$ cat src/rtl/sys_ver_div.sv
// rtl/sys_ver_div.sv - iterative restoring divider, 2P-bit dividend by P-bit divisor
// One quotient bit per clock; divide-by-zero and quotient overflow caught before iterating.
module sys_ver_div #(
  parameter int P = 8
) (
  input  logic           C,
  input  logic           RST_n,
  input  logic           START,
  input  logic [2*P-1:0] DATA_IN,
  input  logic [P-1:0]   DIV_IN,
  output logic           BUSY,
  output logic           VALID,
  output logic [P-1:0]   Q_OUT,
  output logic [P-1:0]   R_OUT,
  output logic [1:0]     ERR
);

  localparam int CW = (P > 1) ? $clog2(P) : 1;

  typedef enum logic [1:0] {
    S_IDLE  = 2'd0,
    S_CHECK = 2'd1,
    S_CALC  = 2'd2,
    S_DONE  = 2'd3
  } state_t;

  state_t         state_q, state_d;
  logic [2*P-1:0] dvd_q, dvd_d;
  logic [P-1:0]   dvs_q, dvs_d;
  logic [P-1:0]   rem_q, rem_d;
  logic [P-1:0]   shf_q, shf_d;
  logic [P-1:0]   quo_q, quo_d;
  logic [CW-1:0]  cnt_q, cnt_d;
  logic [P-1:0]   q_out_q, q_out_d;
  logic [P-1:0]   r_out_q, r_out_d;
  logic [1:0]     err_q, err_d;

  logic [P:0]     trial;
  logic           qbit;
  logic [P-1:0]   rem_next;
  logic [P-1:0]   quo_next;

  always_ff @(posedge C or negedge RST_n) begin
    if (!RST_n) begin
      state_q <= S_IDLE;
      dvd_q   <= '0;
      dvs_q   <= '0;
      rem_q   <= '0;
      shf_q   <= '0;
      quo_q   <= '0;
      cnt_q   <= '0;
      q_out_q <= '0;
      r_out_q <= '0;
      err_q   <= 2'b00;
    end else begin
      state_q <= state_d;
      dvd_q   <= dvd_d;
      dvs_q   <= dvs_d;
      rem_q   <= rem_d;
      shf_q   <= shf_d;
      quo_q   <= quo_d;
      cnt_q   <= cnt_d;
      q_out_q <= q_out_d;
      r_out_q <= r_out_d;
      err_q   <= err_d;
    end
  end

  // One restoring step; the overflow check keeps the difference within P bits.
  always_comb begin
    trial    = {rem_q, shf_q[P-1]};
    qbit     = (trial >= {1'b0, dvs_q});
    rem_next = qbit ? (trial[P-1:0] - dvs_q) : trial[P-1:0];
    quo_next = {quo_q[P-2:0], qbit};
  end

  always_comb begin
    state_d = state_q;
    dvd_d   = dvd_q;
    dvs_d   = dvs_q;
    rem_d   = rem_q;
    shf_d   = shf_q;
    quo_d   = quo_q;
    cnt_d   = cnt_q;
    q_out_d = q_out_q;
    r_out_d = r_out_q;
    err_d   = err_q;

    unique case (state_q)
      S_IDLE: begin
        if (START) begin
          dvd_d   = DATA_IN;
          dvs_d   = DIV_IN;
          state_d = S_CHECK;
        end
      end
      S_CHECK: begin
        if (dvs_q == '0) begin
          err_d   = 2'b01;
          q_out_d = '0;
          r_out_d = '0;
          state_d = S_DONE;
        end else if (dvd_q[2*P-1:P] >= dvs_q) begin
          err_d   = 2'b10;
          q_out_d = '0;
          r_out_d = '0;
          state_d = S_DONE;
        end else begin
          rem_d   = dvd_q[2*P-1:P];
          shf_d   = dvd_q[P-1:0];
          quo_d   = '0;
          cnt_d   = CW'(P - 1);
          state_d = S_CALC;
        end
      end
      S_CALC: begin
        rem_d = rem_next;
        quo_d = quo_next;
        shf_d = {shf_q[P-2:0], 1'b0};
        if (cnt_q == '0) begin
          q_out_d = quo_next;
          r_out_d = rem_next;
          err_d   = 2'b00;
          state_d = S_DONE;
        end else begin
          cnt_d = cnt_q - 1'b1;
        end
      end
      S_DONE: begin
        state_d = S_IDLE;
      end
      default: begin
        state_d = S_IDLE;
      end
    endcase
  end

  assign BUSY  = (state_q != S_IDLE);
  assign VALID = (state_q == S_DONE);
  assign Q_OUT = q_out_q;
  assign R_OUT = r_out_q;
  assign ERR   = err_q;

endmodule
$ cat config.mk
export PLATFORM = sky130hd
export DESIGN_NAME = sys_ver_div
export DESIGN_NICKNAME = d
export VERILOG_FILES = /design/src/rtl/sys_ver_div.sv
export SDC_FILE = /design/constraint.sdc
export NUM_CORES = 1
export LEC_CHECK = 0
export CAP_MARGIN = 30
export CORE_UTILIZATION = 51
export DETAILED_ROUTE_END_ITERATION = 6
export HOLD_SLACK_MARGIN = 0.08
export PLACE_DENSITY_LB_ADDON = 0.1
export SETUP_SLACK_MARGIN = 0.2
export SYNTH_ARGS = -nofsm -noshare
export SYNTH_HDL_FRONTEND = slang
export SYNTH_SLANG_ARGS = --single-unit
export TNS_END_PERCENT = 10
$ cat constraint.sdc
create_clock -name C -period 2.2 [get_ports C]
set_clock_uncertainty 0.05 [all_clocks]
set_input_delay 0.44 -clock C [delete_from_list [all_inputs] [get_ports C]]
set_output_delay 0.44 -clock C [all_outputs]
set_load 0.03 [all_outputs]
## Yosys cells after proc, flatten, opt, wreduce, memory -nomap -nowiden

Index checks and enable logic that the tools add are counted.

| word-level totals | value |
|---|---|
| bits in registers | 70 |
| latch bits | 0 |
| memory bits (writable) | 0 |
| memory bits (read-only) | 0 |
| word-level logic and storage cells | 62 |
| memories | 0 |

| cells by class | value |
|---|---|
| add/sub/neg operators | 2 |
| multiply operators | 0 |
| div/mod/pow operators | 0 |
| magnitude comparators | 2 |
| equality and inequality tests | 9 |
| shift-type cells | 0 |
| multiplexer cells | 29 |
| bitwise gates (word level) | 0 |
| reductions and logical operators | 10 |

Operators with widths:

| kind | number |
|---|---|
| 8-bit 2-to-1 mux | 9 |
| 8-bit case mux with 2 select lines | 4 |
| 7-bit 2-to-1 mux | 2 |
| 7-bit case mux with 2 select lines | 1 |
| 2-bit 2-to-1 mux | 5 |
| 2-bit inequality test (second input constant) | 5 |
| 9-bit by 8-bit >= comparator with 1-bit output | 1 |
| 3-bit 2-to-1 mux | 3 |
| 8-bit >= comparator | 1 |
| 8-bit logical NOT | 1 |
| 2-bit case mux with 4 select lines | 1 |
| 8-bit subtractor | 1 |
| 3-bit case mux with 2 select lines | 1 |
| 3-bit AND reduction | 2 |
| 2-bit == test (second input constant) | 2 |
| 2-bit case mux with 2 select lines | 1 |
| 2-bit AND reduction | 2 |
| 4-bit AND reduction | 1 |
| 2-bit nonzero test | 2 |
| 3-bit logical NOT | 1 |
| 3-bit inequality test (second input constant) | 1 |
| 3-bit by 1-bit subtractor with 3-bit output (second input constant) | 1 |
| 2-bit by 1-bit == test with 1-bit output (second input constant) | 1 |
| 2-bit logical NOT | 1 |
| 1-bit 2-to-1 mux | 2 |

## Depth between registers and ports, before layout

Gate-level depths: netlist of the first run.

| depth | value |
|---|---|
| depth in word-level cells | 4 |
| mapped depth | 10 |

## Worst setup path after synthesis of the first run

No wires, ideal clock.

| path | value |
|---|---|
| path kind | register -> register |
| from | register shf_q[7] |
| to | register rem_q[4] |
| arrival | 1.998 ns |
| slack | 0.028 ns |
| cell stages (with the launch flop) | 11 |
| cells stage by stage | dfrtp_1 > inv_1 > ha_1 > inv_1 > fa_1 > a211oi_1 > nor2_1 > xor2_1 > mux2i_1 > a211oi_1 > a211o_1 |

| on the way | value |
|---|---|
| cells in the longest elaborated chain, start to end | 3 |
| elaborated cells on any way between the ends | 4 |

Ends and longest elaborated chain:

| item | RTL line | source |
|---|---|---|
| from (decl) | 31 | `logic [P-1:0] shf_q, shf_d;` |
| from (signal assigned) | 49 | `shf_q <= '0;` |
| from (signal assigned) | 60 | `shf_q <= shf_d;` |
| 8-bit subtractor / 9-bit by 8-bit >= comparator with 1-bit output (equally long branches) | 73, 72 |  |
| 8-bit 2-to-1 mux * | 73 | `rem_next = qbit ? (trial[P-1:0] - dvs_q) : trial[P-1:0];` |
| 8-bit case mux with 2 select lines * | 89 | `unique case (state_q)` |
| to (signal assigned) | 59 | `rem_q <= rem_d;` |
| to (decl) | 30 | `logic [P-1:0] rem_q, rem_d;` |

Every way passes the cells marked *; elsewhere a longest branch is shown, timed or not.
A chain may end at the register's enable or synchronous reset.

## Final worst setup path of the first run

| path | value |
|---|---|
| from | register shf_q[7] |
| to | register rem_q[6] |

The elaborated chain is that of the path after synthesis.

==> out/metrics.yaml, run 1 <==
run_status:
  outcome: "finished, violations left"
  violations: "negative setup slack"
power:
  seq_power_share: 0.223
  power_frac_comb: 0.675
  switching_share: 0.420
  power_leakage_uw: 0.00236
  p_sw_uw: 4220
  power.total_uw: 10000
  powerDensity_mw_per_mm2: 1900
  peakVddDrop_mv: 0.876
  clock_power_share: 0.102
  p_int_uw: 5830
setup_path:
  crit_cells: 10
  start_kind: "flop"
  max_stage_delay_ns: 0.41
  path_common_cell: "inv_2"
  critPathSlowestCell: "fa_2"
  worstPathRequired_ns: 2.38
  regToRegEndpoint: "rem_q[6]"
  critPathMaxFanout: 3
  critical_path.top_delay_family: "adder cells"
  r2r_setup_slack_ns: -0.06
  reg2reg_from: "shf_q[7]"
  end_kind: "flop"
  path_buf_inv: 2
  startpoint: "shf_q[7]"
  crit_end: "rem_q[6]"
  critPathKind: "flop to flop"
  reg2reg_depth: 10
  critPathArrivalTime_ns: 2.44
  crit_chain: "inv_2, ha_4, inv_2, fa_2, a211oi_4, or4b_1, o2111ai_1, mux2_4, mux2i_1, o21ai_1"
drt:
  ant_nets: 0
  drc: 0
  drt-total-wl_um: 8670
  drtPass1Iterations: 4
  drt_iter0_markers: 147
  avgRoutedWirePerCell_um: 14.8
  viasPerCell: 5.49
  vias: 3222
sta:
  max_slew_margin: 0.669
  worst_slew_pin_slew_ns: 0.494
  finalWorstSetupSlack_ns: -0.0578
  setup_viol: 8
  hold_violations: 0
  fmax_mhz: 443
  holdWs_ns: 0.426
  rsz0062_at_grt: "yes"
  drv_slew: 0
  finalSetupTns_ns: -0.202
  period_needed_ns: 2.26
  post-route-period-util: 1.03
synthesis:
  synth_cell_types: 55
  ys_warn_count: 0
  synth.most_common_cell: "dfrtp_1"
  ys_ff_latch: 70
  syn_area_mm2: 0.00392
  synth_common_cells: "dfrtp_1 (70), nand2_1 (59), o21ai_0 (31)"
  netlist.area_leader.share: 0.446
  yosysSeqAreaShare: 0.446
  ys.flop_type: "dfrtp_1"
  syn_avg_cell_area_um2: 10.1
  yosys-top-cells-area: "dfrtp_1 (45%), mux2_2 (7.7%), ha_1 (7.3%)"
  yosysTopAreaCell: "dfrtp_1"
  synth-async-reset-ratio: 1.00
  synth_nets: 439
  synth_cells: 388
  synth_edf_count: 0
clock_network:
  cts-buffers-inserted: 9
  cts.htree.levels: 3
  cts_root_buffer: "clkbuf_8"
  cts_tree: "built"
  worstSkewPairLatency_ns: 0.34
  clkSinkCount: 70
  clkTransAtPathRegs_ns: 0.08
  cts.path.max_buffers: 2
layout:
  syn_to_final_growth_pct: 34.5
  fin_area_mm2: 0.00528
  nets: 534
  diodes: 0
  drive_above_1_share: 0.299
job:
  maxCapViolCount: 0
global_routing:
  grt_antenna_before_repair: 0
  grt_max_degree: 71
  grt_pass1_vias: 3106
  overflow: 0
  grt_pass1_wl_um: 14600
  grt_use_total: 0.227
floorplan:
  die_h_um: 89.7
  start_util: 0.535
  die_w_um: 89.7
  rows: 31
  core_area_mm2: 0.00733
  die-area_mm2: 0.00805
  ioPinCount: 47
placed_design:
  dpl.hpwl_um: 6220
  post_dp_cell_area_mm2: 0.00482
  placement.io_buffers: 46
  dp_slack_ns: -0.0806
  gp_congestion: 0.820
worst_hold_path:
  hp-class: "flop to flop"
==> metrics by stage <==
| stage | utilization | cells |
|---|---|---|
| after floorplan | - | 388 |
| after global placement | 0.658 | 560 |
| after detailed placement | 0.658 | 560 |
| after CTS | 0.706 | 583 |
| after global routing | 0.720 | 587 |
| final | 0.720 | 587 |
==> layer usage <==
metal / part of all wire / vias up / global-route usage
met5: 0 / - / 0
met4: 0.019 / 0 / 0.0929
met3: 0.042 / 15 / 0.0321
met2: 0.46 / 84 / 0.355
met1: 0.47 / 1549 / 0.317
li1: - / 1574 / -
==> state kept, by name (all words and copies together), names as in the netlist <==
name     flops
ERR          2
Q_OUT        8
R_OUT        8
cnt_q        3
dvd_q       16
dvs_q        8
quo_q        7
rem_q        8
shf_q        8
state_q      2
==> cell families (layout without fill, tap and decap cells) <==
group | count (synthesis) | after routing | share of synthesized area
compound gates | 98 | 98 | 0.172
xor+xnor | 4 | 4 | 0.00893
fa+ha+maj | 24 | 24 | 0.0784
buf+inv | 45 | 145 | 0.0552
flops | 70 | 70 | 0.446
mux | 42 | 42 | 0.116
simple gates | 105 | 105 | 0.123
==> cell type report <==
class                      instances  area, um^2
inverter                          26        97.6
fill                             532        2050
multi-input combinational        273        2170
timing repair buffer             103         943
sequential                        70        1750
clock buffer                      13         149
clock inverter                     3        43.8
tap                               99         124
==> power by group through the flow <==
stage                     registers [uW]  clock network, uW  logic [uW]
final                               2240               1030        6790
after global routing                2310               1110        7360
after CTS                           2230               1050        6360
after detailed placement            2240                  0        5760
after global placement              2220                  0        5580
after floorplan                     2320                  0        3780
==> tightest hold or removal path, stage by stage (launching register included) <==
cell,delay (ns)
dfrtp_1,0.34
nand2_1,0.05
o31ai_1,0.05
==> worst min-delay path by stage <==
stage / start / to / slack, ns / cells past startpoint
after CTS: R_OUT[0] / R_OUT[0] / 0.43 / 2
final: R_OUT[0] / R_OUT[0] / 0.43 / 2
after floorplan: RST_n / ERR[0] / 0.09 / 0
after global placement: ERR[0] / ERR[0] / 0.41 / 2
after global routing: R_OUT[3] / R_OUT[3] / 0.44 / 2
after detailed placement: R_OUT[1] / R_OUT[1] / 0.42 / 2
==> cell usage in the layout, fill, tap and decap left out, types with 4 or more instances in the layout <==
master,count
dfrtp_1,70
nand2_1,58
buf_4,46
clkdlybuf4s50_1,43
mux2_2,26
o21ai_0,25
inv_1,17
nor2_1,17
ha_1,17
a21oi_1,15
mux2i_1,12
clkbuf_8,10
inv_2,9
a221o_1,7
buf_6,7
ha_4,6
o21ai_1,5
a211oi_1,5
o31ai_2,4
xor2_1,4
o31ai_1,4
==> what timing repair did <==
item / in CTS / in global routing
endpoints found under the setup margin: 47 / 46
hold endpoints to repair: 1 / 0
gates resized for setup: 37 / 18
pin swaps: 23 / 19
hold buffers: 1 / 0
setup buffers: 6 / 4
(Power assumes the default switching activity.)
==> run 2: changes to the inputs <==
- RECOVER_POWER: unset -> 25
- SKIP_CTS_REPAIR_TIMING: unset -> 1
==> out/metrics.yaml, run 2 (synthesis gave the netlist of run 1 again) <==
sta:
  max_slew_margin: -0.156  # -0.825
  holdWs_ns: 0.426  # +0.000666 ns
  post-route-period-util: 1.02  # -0.00262
  setup_viol: 4  # -4
  fmax_mhz: 444  # +0.26%
  rsz0062_at_grt: "yes"
  worst_slew_pin_slew_ns: 1.73  # +1.24 ns
  drv_slew: 71  # +71
  period_needed_ns: 2.25  # -0.00576 ns
  finalWorstSetupSlack_ns: -0.0521  # +0.00576 ns
  hold_violations: 0  # unchanged
global_routing:
  grt_use_total: 0.224  # -0.00270
  grt_pass1_wl_um: 14300  # -1.5%
  grt_max_degree: 71  # unchanged
  overflow: 0  # unchanged
  grt_pass1_vias: 3010  # -3.1%
  grt_antenna_before_repair: 0  # unchanged
layout:
  final_common_cell: "dfrtp_1"
  multiInputGateArea_mm2: 0.00218  # +0.69%
  fillers: 541  # +1.7%
  layout_common_cells: "dfrtp_1 (70), nand2_1 (60), clkdlybuf4s50_1 (43), buf_4 (43)"
  top_register: "dvd_q"
  diodes: 0  # unchanged
  seq_area_mm2: 0.00175  # unchanged
  fin_cells: 581  # -1.0%
  drive_above_1_share: 0.286  # -0.0129
  largest_reg_flops: 16  # unchanged
  nets: 528  # -1.1%
  fin_area_mm2: 0.00520  # -1.4%
  syn_to_final_growth_pct: 32.6
drt:
  drc: 0  # unchanged
  drtPass1Iterations: 4  # unchanged
  drt_iter0_markers: 154  # +4.8%
  ant_nets: 0  # unchanged
  viasPerCell: 5.57  # +1.4%
  avgRoutedWirePerCell_um: 15.0  # +1.8%
  drt-total-wl_um: 8730  # +0.72%
  vias: 3235  # +0.40%
floorplan:
  die-area_mm2: 0.00805  # unchanged
  ioPinCount: 47  # unchanged
  die_h_um: 89.7  # unchanged
  die_w_um: 89.7  # unchanged
  start_util: 0.535  # unchanged
  rows: 31  # unchanged
  core_area_mm2: 0.00733  # unchanged
power:
  power_leakage_uw: 0.00232  # -1.6%
  peakVddDrop_mv: 0.788  # -10%
  powerDensity_mw_per_mm2: 1890  # -0.84%
setup_path:
  end_kind: "flop"
  critPathMaxFanout: 3  # unchanged
  max_stage_delay_ns: 0.40  # about the same
  critPathKind: "flop to flop"
  critPathArrivalTime_ns: 2.44  # about the same
  path_common_cell: "inv_2"
  start_kind: "flop"
  crit_chain: "inv_2, ha_4, inv_2, fa_2, a211oi_4, or4b_4, o2111ai_2, mux2_4, mux2i_1, o21ai_1"
  critPathSlowestCell: "fa_2"
  worstPathRequired_ns: 2.38  # about the same
placed_design:
  gp_congestion: 0.820  # unchanged
  post_dp_cell_area_mm2: 0.00482  # unchanged
  placement.io_buffers: 46  # unchanged
  placed_cells: 560  # unchanged
  dpl.hpwl_um: 6220  # unchanged
run_status:
  outcome: "finished, violations left"
  violations: "max-capacitance violations, max-slew violations, negative setup slack"
clock_network:
  cts_tree: "built"
  clkSinkCount: 70  # unchanged
  cts-buffers-inserted: 9  # unchanged
  cts.path.max_buffers: 2  # unchanged
  cts_root_buffer: "clkbuf_8"
  cts.htree.levels: 3  # unchanged
  clkTransAtPathRegs_ns: 0.07  # about the same
  worstSkewPairLatency_ns: 0.35  # about the same
worst_hold_path:
  hp-class: "flop to flop"
job:
  maxCapViolCount: 1  # +1
==> run 2: changes by cell type in the layout (fill, tap and decap cells not counted), sizes merged <==
| cell | change |
|---|---|
| buf | -9 |
| clkbuf | +2 |
| a21oi | +1 |
| dlygate4sd2 | -1 |
| dlygate4sd3 | -1 |
| dlymetal6s2s | +1 |
| nand2 | +1 |
==> run 2: worst max-delay path, delay by kind of cell (launching register included) <==
kind                       cells  cell delay [ns]
adders and majority gates      2             0.53
AOI/OAI and AO/OA              3             0.45
muxes                          2             0.44
DFF                            1             0.39
and+or+nand+nor                1             0.18
buffers and inverters          2             0.12
==> run 2: final timing paths <==
| check | start | to | slack, ns | cells after the start |
|---|---|---|---|---|
| min in group asynchronous | RST_n | Q_OUT[3] | 0.59 | 2 |
| hold reg to reg | R_OUT[1] | R_OUT[1] | 0.43 | 2 |
| hold / removal | R_OUT[1] | R_OUT[1] | 0.43 | 2 |
| setup / recovery | shf_q[7] | rem_q[6] | -0.05 | 10 |
| setup reg to reg | shf_q[7] | rem_q[6] | -0.05 | 10 |
| max in group asynchronous | RST_n | dvs_q[0] | 0.49 | 2 |
==> run 2: area by class of cell <==
cell class | instances | share of cell area
flip-flops and latches | 70 | 0.337
multi-input cells | 275 | 0.419
clock buffers | 13 | 0.0286
inverters | 26 | 0.0188
well taps | 99 | 0.0238
repair buffers | 95 | 0.164
clock inverters | 3 | 0.00842
==> run 2: metal layers <==
metal,routed length (um),track usage
met1,4140,0.321
met2,4110,0.341
met3,348,0.0415
met4,129,0.0779
met5,0,0
==> run 2: stage by stage <==
stage               TNS (ns)   util  power [uW]  worst slack (ns)
detailed placement    -0.302  0.658        8000           -0.0806
finish                -0.124  0.710        9830           -0.0521
global placement      -0.237  0.658        7800           -0.0755
floorplan                  0      -        6110             0.124
CTS                   -0.616  0.684        9050            -0.113
global route           -1.62  0.710       10600            -0.173
==> run 2: where the power goes <==
part	total [uW]	switching [uW]	internal [uW]	leakage (uW)
clock network	1030	478	557	0.0000976
registers	2240	392	1850	0.000876
logic	6550	3340	3210	0.00135
